$ cat config.mk
export PLATFORM = sky130hd
export DESIGN_NAME = calc_mp_flat
export DESIGN_NICKNAME = d
export VERILOG_FILES = /design/src/rtl/calc_mp_if.sv /design/src/rtl/calc_mp.sv /design/src/flat_wrapper.sv
export SDC_FILE = /design/constraint.sdc
export NUM_CORES = 1
export LEC_CHECK = 0
export BUFFER_PORTS_ARGS = -buffer_cell sky130_fd_sc_hd__buf_2
export CAP_MARGIN = 15
export CORE_MARGIN = 4
export CORE_UTILIZATION = 50
export CTS_CLUSTER_DIAMETER = 40
export DETAILED_ROUTE_END_ITERATION = 6
export HOLD_SLACK_MARGIN = 0.08
export PLACE_DENSITY = 0.71
export SLEW_MARGIN = 20
export SYNTH_ARGS = -nofsm -noshare
export SYNTH_HDL_FRONTEND = slang
export SYNTH_SLANG_ARGS = --single-unit
$ cat constraint.sdc
create_clock -name c_clk -period 14.42 [get_ports c_clk]
set_input_delay 0.721 -clock c_clk [delete_from_list [all_inputs] [get_ports c_clk]]
set_output_delay 0.721 -clock c_clk [all_outputs]
set_load 0.03 [all_outputs]
$ cat src/rtl/calc_mp_if.sv
// calc_mp_if -- requester bus for the multi-port calculator.
//   req_cmd_in  : per-port 4-bit command   (port i at bits i*4 +: 4)
//   req_data_in : per-port operand         (port i at bits i*DATA_W +: DATA_W)
//   out_resp    : per-port response        (0 none, 1 success, 2 error)
//   out_data    : per-port result
//   port_busy   : per-port outstanding-request flag
// Packed 2-D arrays give exactly the flattened bit layout of a 1-D bus.
interface calc_mp_if #(
    parameter int NUM_PORTS = 4,
    parameter int DATA_W    = 32
);
    logic [NUM_PORTS-1:0][3:0]        req_cmd_in;
    logic [NUM_PORTS-1:0][DATA_W-1:0] req_data_in;
    logic [NUM_PORTS-1:0][1:0]        out_resp;
    logic [NUM_PORTS-1:0][DATA_W-1:0] out_data;
    logic [NUM_PORTS-1:0]             port_busy;

    modport master (
        output req_cmd_in, req_data_in,
        input  out_resp, out_data, port_busy
    );

    modport slave (
        input  req_cmd_in, req_data_in,
        output out_resp, out_data, port_busy
    );
endinterface

$ cat src/rtl/calc_mp.sv
// calc_mp -- NUM_PORTS independent requesters sharing one ALU.
// Each port captures cmd+operand1, then operand2, waits in PEND for a
// round-robin grant, registers its result for one DONE cycle, then idles.
// Ports:
//   c_clk   : clock, rising edge
//   reset_n : asynchronous active-low reset
//   bus     : calc_mp_if slave modport (commands in, responses out)
module calc_mp #(
    parameter int NUM_PORTS = 4,
    parameter int DATA_W    = 32
) (
    input  logic     c_clk,
    input  logic     reset_n,
    calc_mp_if.slave bus
);
    localparam int IDX_W = (NUM_PORTS > 1) ? $clog2(NUM_PORTS) : 1;
    localparam int SH_W  = $clog2(DATA_W);

    typedef enum logic [1:0] {IDLE, OPND2, PEND, DONE} state_e;

    localparam logic [1:0] RESP_NONE = 2'd0;
    localparam logic [1:0] RESP_OK   = 2'd1;
    localparam logic [1:0] RESP_ERR  = 2'd2;

    localparam logic [3:0] CMD_ADD = 4'd1;
    localparam logic [3:0] CMD_SUB = 4'd2;
    localparam logic [3:0] CMD_SHL = 4'd5;
    localparam logic [3:0] CMD_SHR = 4'd6;

    logic [NUM_PORTS-1:0]             pend;
    logic [NUM_PORTS-1:0][3:0]        cmd_all;
    logic [NUM_PORTS-1:0][DATA_W-1:0] op1_all;
    logic [NUM_PORTS-1:0][DATA_W-1:0] op2_all;
    logic [NUM_PORTS-1:0]             gnt_oh;

    // ---------------- round-robin arbiter ----------------
    // ptr_q is the first port searched; it points one past the last grant.
    logic             gnt_vld;
    logic [IDX_W-1:0] gnt_idx, ptr_q, ptr_d, cand;
    logic [IDX_W:0]   sum_idx;

    always_comb begin
        gnt_vld = 1'b0;
        gnt_idx = '0;
        cand    = '0;
        sum_idx = '0;
        for (int k = 0; k < NUM_PORTS; k++) begin
            // ptr_q + k < 2*NUM_PORTS, so one conditional subtract wraps it
            sum_idx = {1'b0, ptr_q} + (IDX_W+1)'(k);
            if (sum_idx >= (IDX_W+1)'(NUM_PORTS))
                sum_idx = sum_idx - (IDX_W+1)'(NUM_PORTS);
            cand = sum_idx[IDX_W-1:0];
            if (!gnt_vld && pend[cand]) begin
                gnt_vld = 1'b1;
                gnt_idx = cand;
            end
        end
    end

    always_comb begin
        gnt_oh = '0;
        if (gnt_vld) gnt_oh[gnt_idx] = 1'b1;
    end

    always_comb begin
        ptr_d = ptr_q;
        if (gnt_vld)
            ptr_d = (gnt_idx == IDX_W'(NUM_PORTS-1)) ? '0 : gnt_idx + 1'b1;
    end

    always_ff @(posedge c_clk or negedge reset_n) begin
        if (!reset_n) ptr_q <= '0;
        else          ptr_q <= ptr_d;
    end

    // ---------------- shared ALU ----------------
    logic [3:0]        alu_cmd;
    logic [DATA_W-1:0] alu_a, alu_b, alu_data;
    logic [DATA_W:0]   alu_sum;
    logic [SH_W-1:0]   alu_sh;
    logic [1:0]        alu_resp;

    always_comb begin
        alu_cmd  = cmd_all[gnt_idx];
        alu_a    = op1_all[gnt_idx];
        alu_b    = op2_all[gnt_idx];
        alu_sh   = alu_b[SH_W-1:0];
        alu_sum  = {1'b0, alu_a} + {1'b0, alu_b};
        alu_resp = RESP_ERR;   // invalid codes fall through as error
        alu_data = '0;
        case (alu_cmd)
            CMD_ADD: if (!alu_sum[DATA_W]) begin
                alu_resp = RESP_OK;
                alu_data = alu_sum[DATA_W-1:0];
            end
            CMD_SUB: if (alu_b <= alu_a) begin
                alu_resp = RESP_OK;
                alu_data = alu_a - alu_b;
            end
            CMD_SHL: begin
                alu_resp = RESP_OK;
                alu_data = alu_a << alu_sh;
            end
            CMD_SHR: begin
                alu_resp = RESP_OK;
                alu_data = alu_a >> alu_sh;
            end
            default: ;
        endcase
    end

    // ---------------- per-port FSMs ----------------
    for (genvar i = 0; i < NUM_PORTS; i++) begin : g_port
        state_e            state_q;
        logic [3:0]        cmd_q;
        logic [DATA_W-1:0] op1_q, op2_q, data_q;
        logic [1:0]        resp_q;
        logic              busy_q;

        always_ff @(posedge c_clk or negedge reset_n) begin
            if (!reset_n) begin
                state_q <= IDLE;
                cmd_q   <= '0;
                op1_q   <= '0;
                op2_q   <= '0;
                resp_q  <= RESP_NONE;
                data_q  <= '0;
                busy_q  <= 1'b0;
            end else begin
                case (state_q)
                    IDLE: if (bus.req_cmd_in[i] != 4'd0) begin
                        cmd_q   <= bus.req_cmd_in[i];
                        op1_q   <= bus.req_data_in[i];
                        busy_q  <= 1'b1;
                        state_q <= OPND2;
                    end
                    OPND2: begin
                        op2_q   <= bus.req_data_in[i];
                        state_q <= PEND;
                    end
                    PEND: if (gnt_oh[i]) begin
                        resp_q  <= alu_resp;
                        data_q  <= alu_data;
                        state_q <= DONE;
                    end
                    DONE: begin
                        resp_q  <= RESP_NONE;
                        data_q  <= '0;
                        busy_q  <= 1'b0;
                        state_q <= IDLE;
                    end
                    default: state_q <= IDLE;
                endcase
            end
        end

        assign pend[i]          = (state_q == PEND);
        assign cmd_all[i]       = cmd_q;
        assign op1_all[i]       = op1_q;
        assign op2_all[i]       = op2_q;
        assign bus.out_resp[i]  = resp_q;
        assign bus.out_data[i]  = data_q;
        assign bus.port_busy[i] = busy_q;
    end
endmodule

$ cat src/flat_wrapper.sv
// flat-port wrapper written by rule: the top's interface ports become plain ports
module calc_mp_flat 
#(
    parameter int NUM_PORTS = 4,
    parameter int DATA_W    = 32
)
  (c_clk, reset_n, bus_req_cmd_in, bus_req_data_in, bus_out_resp, bus_out_data, bus_port_busy);
  calc_mp_if #(.NUM_PORTS(NUM_PORTS), .DATA_W(DATA_W)) bus_i ();
  input  logic c_clk;
  input  logic reset_n;
  input wire logic [$bits(bus_i.req_cmd_in)-1:0] bus_req_cmd_in;
  input wire logic [$bits(bus_i.req_data_in)-1:0] bus_req_data_in;
  output wire logic [$bits(bus_i.out_resp)-1:0] bus_out_resp;
  output wire logic [$bits(bus_i.out_data)-1:0] bus_out_data;
  output wire logic [$bits(bus_i.port_busy)-1:0] bus_port_busy;
  assign bus_i.req_cmd_in = bus_req_cmd_in;
  assign bus_i.req_data_in = bus_req_data_in;
  assign bus_out_resp = bus_i.out_resp;
  assign bus_out_data = bus_i.out_data;
  assign bus_port_busy = bus_i.port_busy;
  calc_mp #(.NUM_PORTS(NUM_PORTS), .DATA_W(DATA_W)) u_core (.c_clk(c_clk), .reset_n(reset_n), .bus(bus_i));
endmodule
After elaboration in Yosys (flattened, before gate mapping)
Index checks and enable logic that the tools add are counted.

storage, ports and cells
  register bits after elaboration = 422
  latch bits = 0
  memory bits (writable) = 0
  memory bits (read-only) = 0
  word-level logic and storage cells = 189
  memories = 0

operators by class
  add/sub/neg operators = 10
  $mul = 0
  divide/modulo/power cells = 0
  order comparisons = 11
  equality and inequality tests = 25
  shift operators = 2
  multiplexer cells = 72
  bitwise gates (word level) = 0
  reduce and logical (&&, ||, !) cells = 40

operators by type and width
  operator            number
  $mux 32             8
  $pmux 32 s2         4
  $bmux 32 s2         2
  $pmux 32 s4         1
  $mux 2              23
  $add 32x32->33      1
  $le 32x32->1        1
  $pmux 2 s4          4
  $reduce_and 2->1    16
  $shl 32x5->32       1
  $shr 32x5->32       1
  $sub 32x32->32      1
  $eq 2x2->1 const B  9
  $pmux 2 s2          4
  $reduce_bool 2->1   8
  $reduce_bool 4->1   4
  $lt 2x3->1 const B  5
  $mux 1              13
  $ge 3x3->1 const B  3
  $bmux 1 s2          4
  $bmux 4 s2          1
  $eq 2x1->1 const B  4
  $eq 4x3->1 const B  2
  $logic_not 2->1     4
  other kinds (17)    36

Logic depth before layout (Yosys ltp)
Gate-level depths: netlist (run 1).

  depth in word-level cells = 21
  gate-level depth with buffers = 31
  mapped depth without buffers = 25

Least setup slack after synthesis (run 1)
No wires, ideal clock.

  path kind = register to register
  start = reg u_core.g_port[3].state_q[0]
  end = reg u_core.g_port[0].data_q[31]
  library setup time = 138 ps
  arrival time = 6198 ps
  required time = 14282 ps
  setup slack = 8084 ps
  cell stages (with the launch flop) = 28
  path buffers = 8
  clock period less this slack = 6336 ps
  path through = dfrtp_1 -> inv_1 -> ha_1 -> mux4_2 -> a2111oi_4 -> nor3_4 -> inv_2 -> buf_4 -> buf_2 -> clkbuf_1 -> clkbuf_1 -> mux2i_1 -> ha_1 -> clkbuf_1 -> inv_1 -> a2111oi_0 -> o211a_1 -> o21ai_0 -> a21oi_1 -> a31oi_1 -> and4b_1 -> clkbuf_1 -> buf_2 -> buf_4 -> a22oi_1 -> o211ai_1 -> a211oi_1 -> o21ai_0

on the way
  longest elaborated chain between the ends = 20
  elaborated cells between the ends (all ways) = 51
  those cells by class = add/sub (2); order compare (3); eq/ne (6); shift (2); mux (30); reduce/logical (8)

RTL lines
  item                                                         RTL line                      text
  from (decl)                                                  calc_mp.sv:114                state_e state_q;
  from (signal assigned)                                       calc_mp.sv:122                state_q <= IDLE;
  from (signal assigned)                                       calc_mp.sv:135                state_q <= OPND2;
  from (signal assigned)                                       calc_mp.sv:139                state_q <= PEND;
  $eq 2x2->1 (*)                                               calc_mp.sv:157                assign pend[i] = (state_q == PEND);
  $bmux 1 s2                                                   calc_mp.sv:53                 if (!gnt_vld && pend[cand]) begin
  $mux 1 (implied by the code)                                 calc_mp.sv:53
  $mux 1                                                       calc_mp.sv:53
  $logic_not 1->1                                              calc_mp.sv:53
  $logic_and 1x1->1                                            calc_mp.sv:53
  $mux 1                                                       calc_mp.sv:53
  $logic_not 1->1                                              calc_mp.sv:53
  [4 not listed]                                               --
  $mux 2                                                       calc_mp.sv:53
  $bmux 32 s2, or another cell as far along                    calc_mp.sv:85                 alu_a = op1_all[gnt_idx];
  $mux 32 (implied by the code), or another cell as far along  calc_mp.sv:85
  $sub 32x32->32, or another cell as far along                 calc_mp.sv:98                 alu_data = alu_a - alu_b;
  $mux 32, or another cell as far along                        calc_mp.sv:96                 CMD_SUB: if (alu_b <= alu_a) begin
  $pmux 32 s4 or $mux 4 (tied branches)                        calc_mp.sv:91, calc_mp.sv:62
  $mux 32 or $ne 2x2->1 (tied branches)                        --
  $pmux 32 s2 or $reduce_and 2->1 (tied branches)              --
  to (signal assigned)                                         calc_mp.sv:143                data_q <= alu_data;
  to (decl)                                                    calc_mp.sv:116                logic [DATA_W-1:0] op1_q, op2_q, data_q;

Every way passes the cells marked *; elsewhere a longest branch is shown, timed or not. The select of a mux whose other input is x is not followed.
A chain may end at the register's enable or synchronous reset.

Worst setup path in the final report (run 1)
Ends and elaborated chain as after synthesis.

==> results_dict.tcl, run 1 <==
set metrics [dict create \
    min_path_type "input pin to async pin" \
    die_h_microns 238 \
    setup-violations-final 0 \
    yosysSeqAreaShare_pct 39.8 \
    layout_common_cells "422 x dfrtp_1, 284 x buf_2, 278 x mux2_2" \
    synth_area_per_cell_sq_um 9.86 \
    layout-drive-gt1-share_pct 27.3 \
    holdBufCountCts 0 \
    grt_pass1_vias 23629 \
    synthFlopType "dfrtp_1" \
    maxSlewViolCount 0 \
    start_util_pct 50.5 \
    cts_tree "yes" \
    ys_ff_latch 422 \
    firstDrtPassIters 6 \
    grt_pass1_wl_microns 156000 \
    cts-root-buf "clkbuf_16" \
    rows 84 \
    synth.distinct_cells 100 \
    setup_ws_ns 5.46 \
    r2r_end "u_core.g_port[0].data_q[31]" \
    route.detailed.drc 0 \
    netlist_area_sq_um 26500 \
    hold_violations 0 \
    area_growth_pct 14.5 \
    grt_max_degree 173 \
    worst_ep_required_time_ns 14.86 \
    gp_congestion 1.03 \
    drt-total-wl_microns 105000 \
    finalClockSkew_ns 0.0148 \
    clk_pin_slew_worst_paths_ns 0.06 \
    fmax_mhz 112 \
    r2r_cells 26 \
    wl_per_cell_microns 28.9 \
    viasPerCell 6.66 \
    insertion_delay_ns 0.61 \
    r2r_slack_ns 5.46 \
    overflow 0 \
    syn_inst 2692 \
    drtIter0Drc 2706 \
    port_buffers 285 \
    via_count 24135 \
    synth-edff-count 0 \
    synthArstFlopShare_pct 100 \
    relSlewSlack_pct 20.1 \
    r2r_start "u_core.g_port[3].state_q[0]" \
    period_share_pct 62.2 \
    synth_nets 2933 \
    cts.sinks 422 \
    coreArea_sq_um 52600 \
    fin_crit_ns 8.96 \
    die_w_microns 238 \
    rsz0062_at_grt "false" \
    crit_fanout 50 \
    seqCellArea_sq_um 10600 \
    antenna_found_initial 4 \
    arrival_ns 9.41 \
    fin_nets 3131 \
    crit_type "flop to flop" \
    setup_tns_ns 0 \
    cp-start-kind "flop" \
    drv_cap 0 \
    multi_input_comb_area_sq_um 14900 \
    io-pin-count 286 \
    grt_use_total_pct 35.9 \
    dieArea_sq_um 56800 \
    post-dp-hpwl_microns 78900 \
    worstMarginPinSlew_ns 1.20 \
    clock_path_buffers 3 \
    layout_commonest_cell "dfrtp_1" \
    yosysWarnings 0 \
    cts_buffers 56 \
    outcome "finished clean" \
    cts_setup_buffers 0 \
    dp_slack_ns 5.72 \
    fill_cells 4492 \
    cp-end-kind "flop" \
    ant_nets 0 \
    ctsResizeCount 0 \
    htree_levels 2 \
]
cell usage after synthesis (13+ instances only):
| master | count | area, sq um |
|---|---|---|
| a211oi_1 | 42 | 315 |
| a21o_1 | 30 | 225 |
| a21oi_1 | 129 | 646 |
| a22o_1 | 88 | 771 |
| a22oi_1 | 20 | 150 |
| a31oi_1 | 28 | 175 |
| and2_1 | 30 | 188 |
| and3_1 | 19 | 119 |
| buf_1 | 15 | 56.3 |
| buf_2 | 41 | 205 |
| buf_4 | 19 | 143 |
| clkbuf_1 | 102 | 383 |
| dfrtp_1 | 422 | 10600 |
| ha_1 | 93 | 1160 |
| inv_1 | 82 | 308 |
| mux2_2 | 278 | 3130 |
| mux2i_1 | 114 | 1140 |
| nand2_1 | 281 | 1050 |
| nand2b_1 | 14 | 87.6 |
| nand3_1 | 94 | 470 |
| nor2_1 | 109 | 409 |
| nor2b_1 | 18 | 113 |
| nor3_1 | 64 | 320 |
| o211ai_1 | 26 | 195 |
| o21a_1 | 15 | 113 |
| o21ai_0 | 120 | 601 |
| o21bai_1 | 19 | 143 |
| o221ai_1 | 13 | 114 |
| o22ai_1 | 24 | 150 |
| o31ai_1 | 40 | 300 |
| or3_1 | 18 | 113 |
| xnor2_1 | 35 | 307 |
worst max-delay path by stage:
stage	from	to	slack [ns]	cells after the start
global route	u_core.g_port[3].state_q[0]	u_core.g_port[0].data_q[2]	5.03	28
CTS	u_core.g_port[3].state_q[0]	u_core.g_port[0].data_q[2]	5.63	28
floorplan	u_core.g_port[3].state_q[0]	u_core.g_port[0].data_q[31]	8.08	27
detailed placement	u_core.g_port[2].state_q[0]	u_core.g_port[0].data_q[31]	5.72	26
finish	u_core.g_port[3].state_q[0]	u_core.g_port[0].data_q[31]	5.46	26
global placement	u_core.g_port[0].state_q[0]	u_core.g_port[0].data_q[31]	5.84	26
state kept, by name (all words and copies together) (netlist names):
name                   count
u_core.g_port.data_q     128
u_core.g_port.state_q      8
u_core.g_port.resp_q       8
u_core.g_port.op2_q      128
u_core.g_port.cmd_q       16
u_core.g_port.busy_q       4
u_core.g_port.op1_q      128
u_core.ptr_q               2
stage by stage:
step	hold WS [ns]	utilization, %	cell area, sq um	cells
after global routing	0.190	57.8	30400	3625
after global placement	0.457	54.0	28400	3520
after CTS	0.151	57.8	30400	3624
final	0.135	57.8	30400	3626
after floorplan	0.425	-	26500	2692
after detailed placement	0.466	54.0	28400	3520
worst max-delay path, cell delays in order (launching register included):
cell and delay (ns):
dfrtp_1 0.41, inv_1 0.12, ha_1 0.24, mux4_2 0.61
a2111oi_4 0.26, nor2_2 0.05, buf_4 0.25, nor2_4 0.13
buf_4 0.56, buf_4 0.74, mux2_2 0.48, a21oi_4 0.15
buf_4 0.30, buf_4 0.49, inv_2 0.07, ha_1 0.27
a221oi_1 0.69, or4_1 0.25, a311oi_1 0.22, or3b_2 0.58
nand2_1 0.23, o41ai_1 0.12, xor2_1 0.17, a22oi_1 0.24
o211ai_1 0.19, a211oi_1 0.64, o21ai_0 0.22
final cells by class:
type,instances,share of cell area (%)
diodes,2,0.0165
well taps,688,2.83
flip-flops and latches,422,34.7
clock inverters,40,1.67
multi-input cells,1997,49.0
clock buffers,64,4.84
repair buffers,325,5.81
inverters,88,1.09
metal layers:
metal | share of wire [%] | global-route usage, %
met1 | 41 | 50.0
met2 | 45 | 56.2
met3 | 9.7 | 7.54
met4 | 4.0 | 11.9
met5 | 0.030 | 0
kinds of logic after synthesis:
family / share of synthesized area (%)
AOI/OAI and AO/OA: 20.6
adders and majority gates: 4.53
DFF: 39.8
and+or+nand+nor: 12.9
xor gates and xnor gates: 1.25
buffers and inverters: 4.55
muxes: 16.3
Power of run 1 is left out: the tool's default activity adds up to more than one toggle a clock period on the data nets, which glitch-free logic cannot reach.
==> run 2: changes to the inputs <==
==> constraint.sdc (replaced) <==
create_clock -name c_clk -period 8.4 [get_ports c_clk]
set_input_delay 0.42 -clock c_clk [delete_from_list [all_inputs] [get_ports c_clk]]
set_output_delay 0.42 -clock c_clk [all_outputs]
set_load 0.03 [all_outputs]
==> run 2 against run 1 <==
Against the previous run:
- die area unchanged
- sequential share of layout area down 1.9 points
- fmax up 11%
- clock-buffer cell count up 4
- worst setup slack worse by 5.1 ns
==> results_dict.tcl, run 2 (synthesized netlist as in run 1, its figures left out) <==
set metrics [dict create \
    cp-end-kind "flop" \
    relSlewSlack_pct 18.3 \
    fmax_mhz 124 \
    clock_path_buffers 3 \
    layout_commonest_cell "dfrtp_1" \
    wl_per_cell_microns 28.7 \
    layout-drive-gt1-share_pct 26.6 \
    hold_violations 0 \
    cts_tree "yes" \
    crit_fanout 34 \
    insertion_delay_ns 0.64 \
    final_area_sq_um 32100 \
    finalClockSkew_ns 0.0289 \
    crit_type "flop to flop" \
    grt_pass1_wl_microns 161000 \
    worstPathCellList "inv_1 > ha_1 > mux4_2 > a2111oi_4 > nor3_4 > clkinv_2 > buf_4 > nand2_1 > o21ai_0 > inv_1 > ha_1 > nor3_1 > nand2_1 > or3_1 > a31oi_1 > o32ai_1 > nor2b_2 > buf_4 > a32oi_1 > o21ai_0 > a21oi_1 > and3_1 > o31ai_1" \
    viasPerCell 6.67 \
    die_w_microns 238 \
    diodes 0 \
    setup_tns_ns 0 \
    setup-violations-final 0 \
    cts.sinks 422 \
    dieArea_sq_um 56800 \
    firstDrtPassIters 7 \
    post-dp-hpwl_microns 78200 \
    fin_nets 3299 \
    ant_nets 0 \
    overflow 0 \
    maxSlewViolCount 0 \
    cts_setup_buffers 0 \
    via_count 25323 \
    fin_crit_ns 8.08 \
    start_util_pct 50.5 \
    htree_levels 2 \
    grt_pass1_vias 24868 \
    max_stage_delay_ns 0.89 \
    cts_buffers 58 \
    place_area_sq_um 28600 \
    rows 84 \
    io-pin-count 286 \
    area_growth_pct 21.1 \
    port_buffers 285 \
    layout_common_cells "422 x dfrtp_1, 285 x buf_2, 278 x mux2_2" \
    arrival_ns 8.61 \
    worstMarginPinSlew_ns 1.23 \
    ctsResizeCount 0 \
    cp-start-kind "flop" \
    min_path_type "input pin to flop" \
    gp_congestion 1.11 \
    drv_cap 0 \
    die_h_microns 238 \
    crit_family "simple AND/OR/NAND/NOR gates" \
    worst_ep_required_time_ns 8.94 \
    outcome "finished clean" \
    drtIter0Drc 3134 \
    grt_max_degree 201 \
    critPathSlowestCell "nor2b_2" \
    coreArea_sq_um 52600 \
    clk_pin_slew_worst_paths_ns 0.06 \
    cp.buffers_inverters 5 \
    antenna_found_initial 0 \
    top_regs "u_core.g_port.data_q x128, u_core.g_port.op1_q x128, u_core.g_port.op2_q x128" \
    rsz0062_at_grt "false" \
    grt_use_total_pct 37.1 \
    drt-total-wl_microns 109000 \
    period_share_pct 96.1 \
    route.detailed.drc 0 \
    cts-root-buf "clkbuf_16" \
]
run 2: cell count changes in the layout (fill, tap and decap cells not counted), sizes merged:
cell         change
dlygate4sd3    +142
buf             +24
clkbuf           +4
clkinvlp         +4
clkinv           -3
diode            -2
inv              -1
run 2: final timing paths:
kind                                                to                        start  depth (start not counted)  slack, ns
hold reg to reg            u_core.g_port[2].data_q[20]  u_core.g_port[2].data_q[20]                          2       0.47
hold / removal               u_core.g_port[1].op2_q[4]          bus_req_data_in[36]                          2       0.11
setup / recovery            u_core.g_port[2].data_q[8]  u_core.g_port[2].state_q[0]                         23       0.32
setup reg to reg            u_core.g_port[2].data_q[8]  u_core.g_port[2].state_q[0]                         23       0.32
max in group asynchronous   u_core.g_port[1].op2_q[10]                      reset_n                          4       6.30
min in group asynchronous  u_core.g_port[1].data_q[22]                      reset_n                          2       0.39
run 2: metrics by stage:
step           hold WS (ns)  cells  utilization (%)  setup WS, ns
6_report              0.113   3794             61.2         0.324
5_1_grt              0.0834   3794             61.2        0.0716
4_1_cts              0.0890   3791             61.1         0.426
3_5_place_dp          0.464   3542             54.4         0.428
3_3_place_gp          0.458   3542             54.4         0.524
2_1_floorplan         0.124   2692                -          2.06
run 2: per-layer routing:
metal / vias to the layer above / share of wire [%] / global-route usage (%)
met5: - / 0 / 0
met4: 0 / 4.8 / 14.1
met3: 306 / 10 / 7.62
met2: 1667 / 45 / 58.0
met1: 12636 / 40 / 51.2
li1: 10714 / - / -
run 2: worst reg2reg max path, delay by kind of cell (launching register included):
| kind | cells | cell delay [ns] |
|---|---|---|
| AO/OA/AOI/OAI | 8 | 2.29 |
| adder cells (fa/ha/maj) | 2 | 0.70 |
| buffers and inverters | 5 | 1.62 |
| flip-flops | 1 | 0.45 |
| multiplexers | 1 | 0.59 |
| AND/OR/NAND/NOR | 7 | 2.34 |
run 2: timing repair:
action                     in CTS  in global routing
hold endpoints to repair      358                  1
hold buffers                  141                  1
setup endpoints to repair       0                  0
run 2: area by class of cell:
| cell class | count | area [sq um] |
|---|---|---|
| fillers | 4186 | 20400 |
| multi-input cells | 1997 | 14900 |
| flip-flops and latches | 422 | 10600 |
| repair buffers | 491 | 3410 |
| clock buffers | 68 | 1560 |
| well taps | 688 | 861 |
| clock inverters | 40 | 537 |
| inverters | 88 | 332 |
Power of run 2 is left out for the same reason.
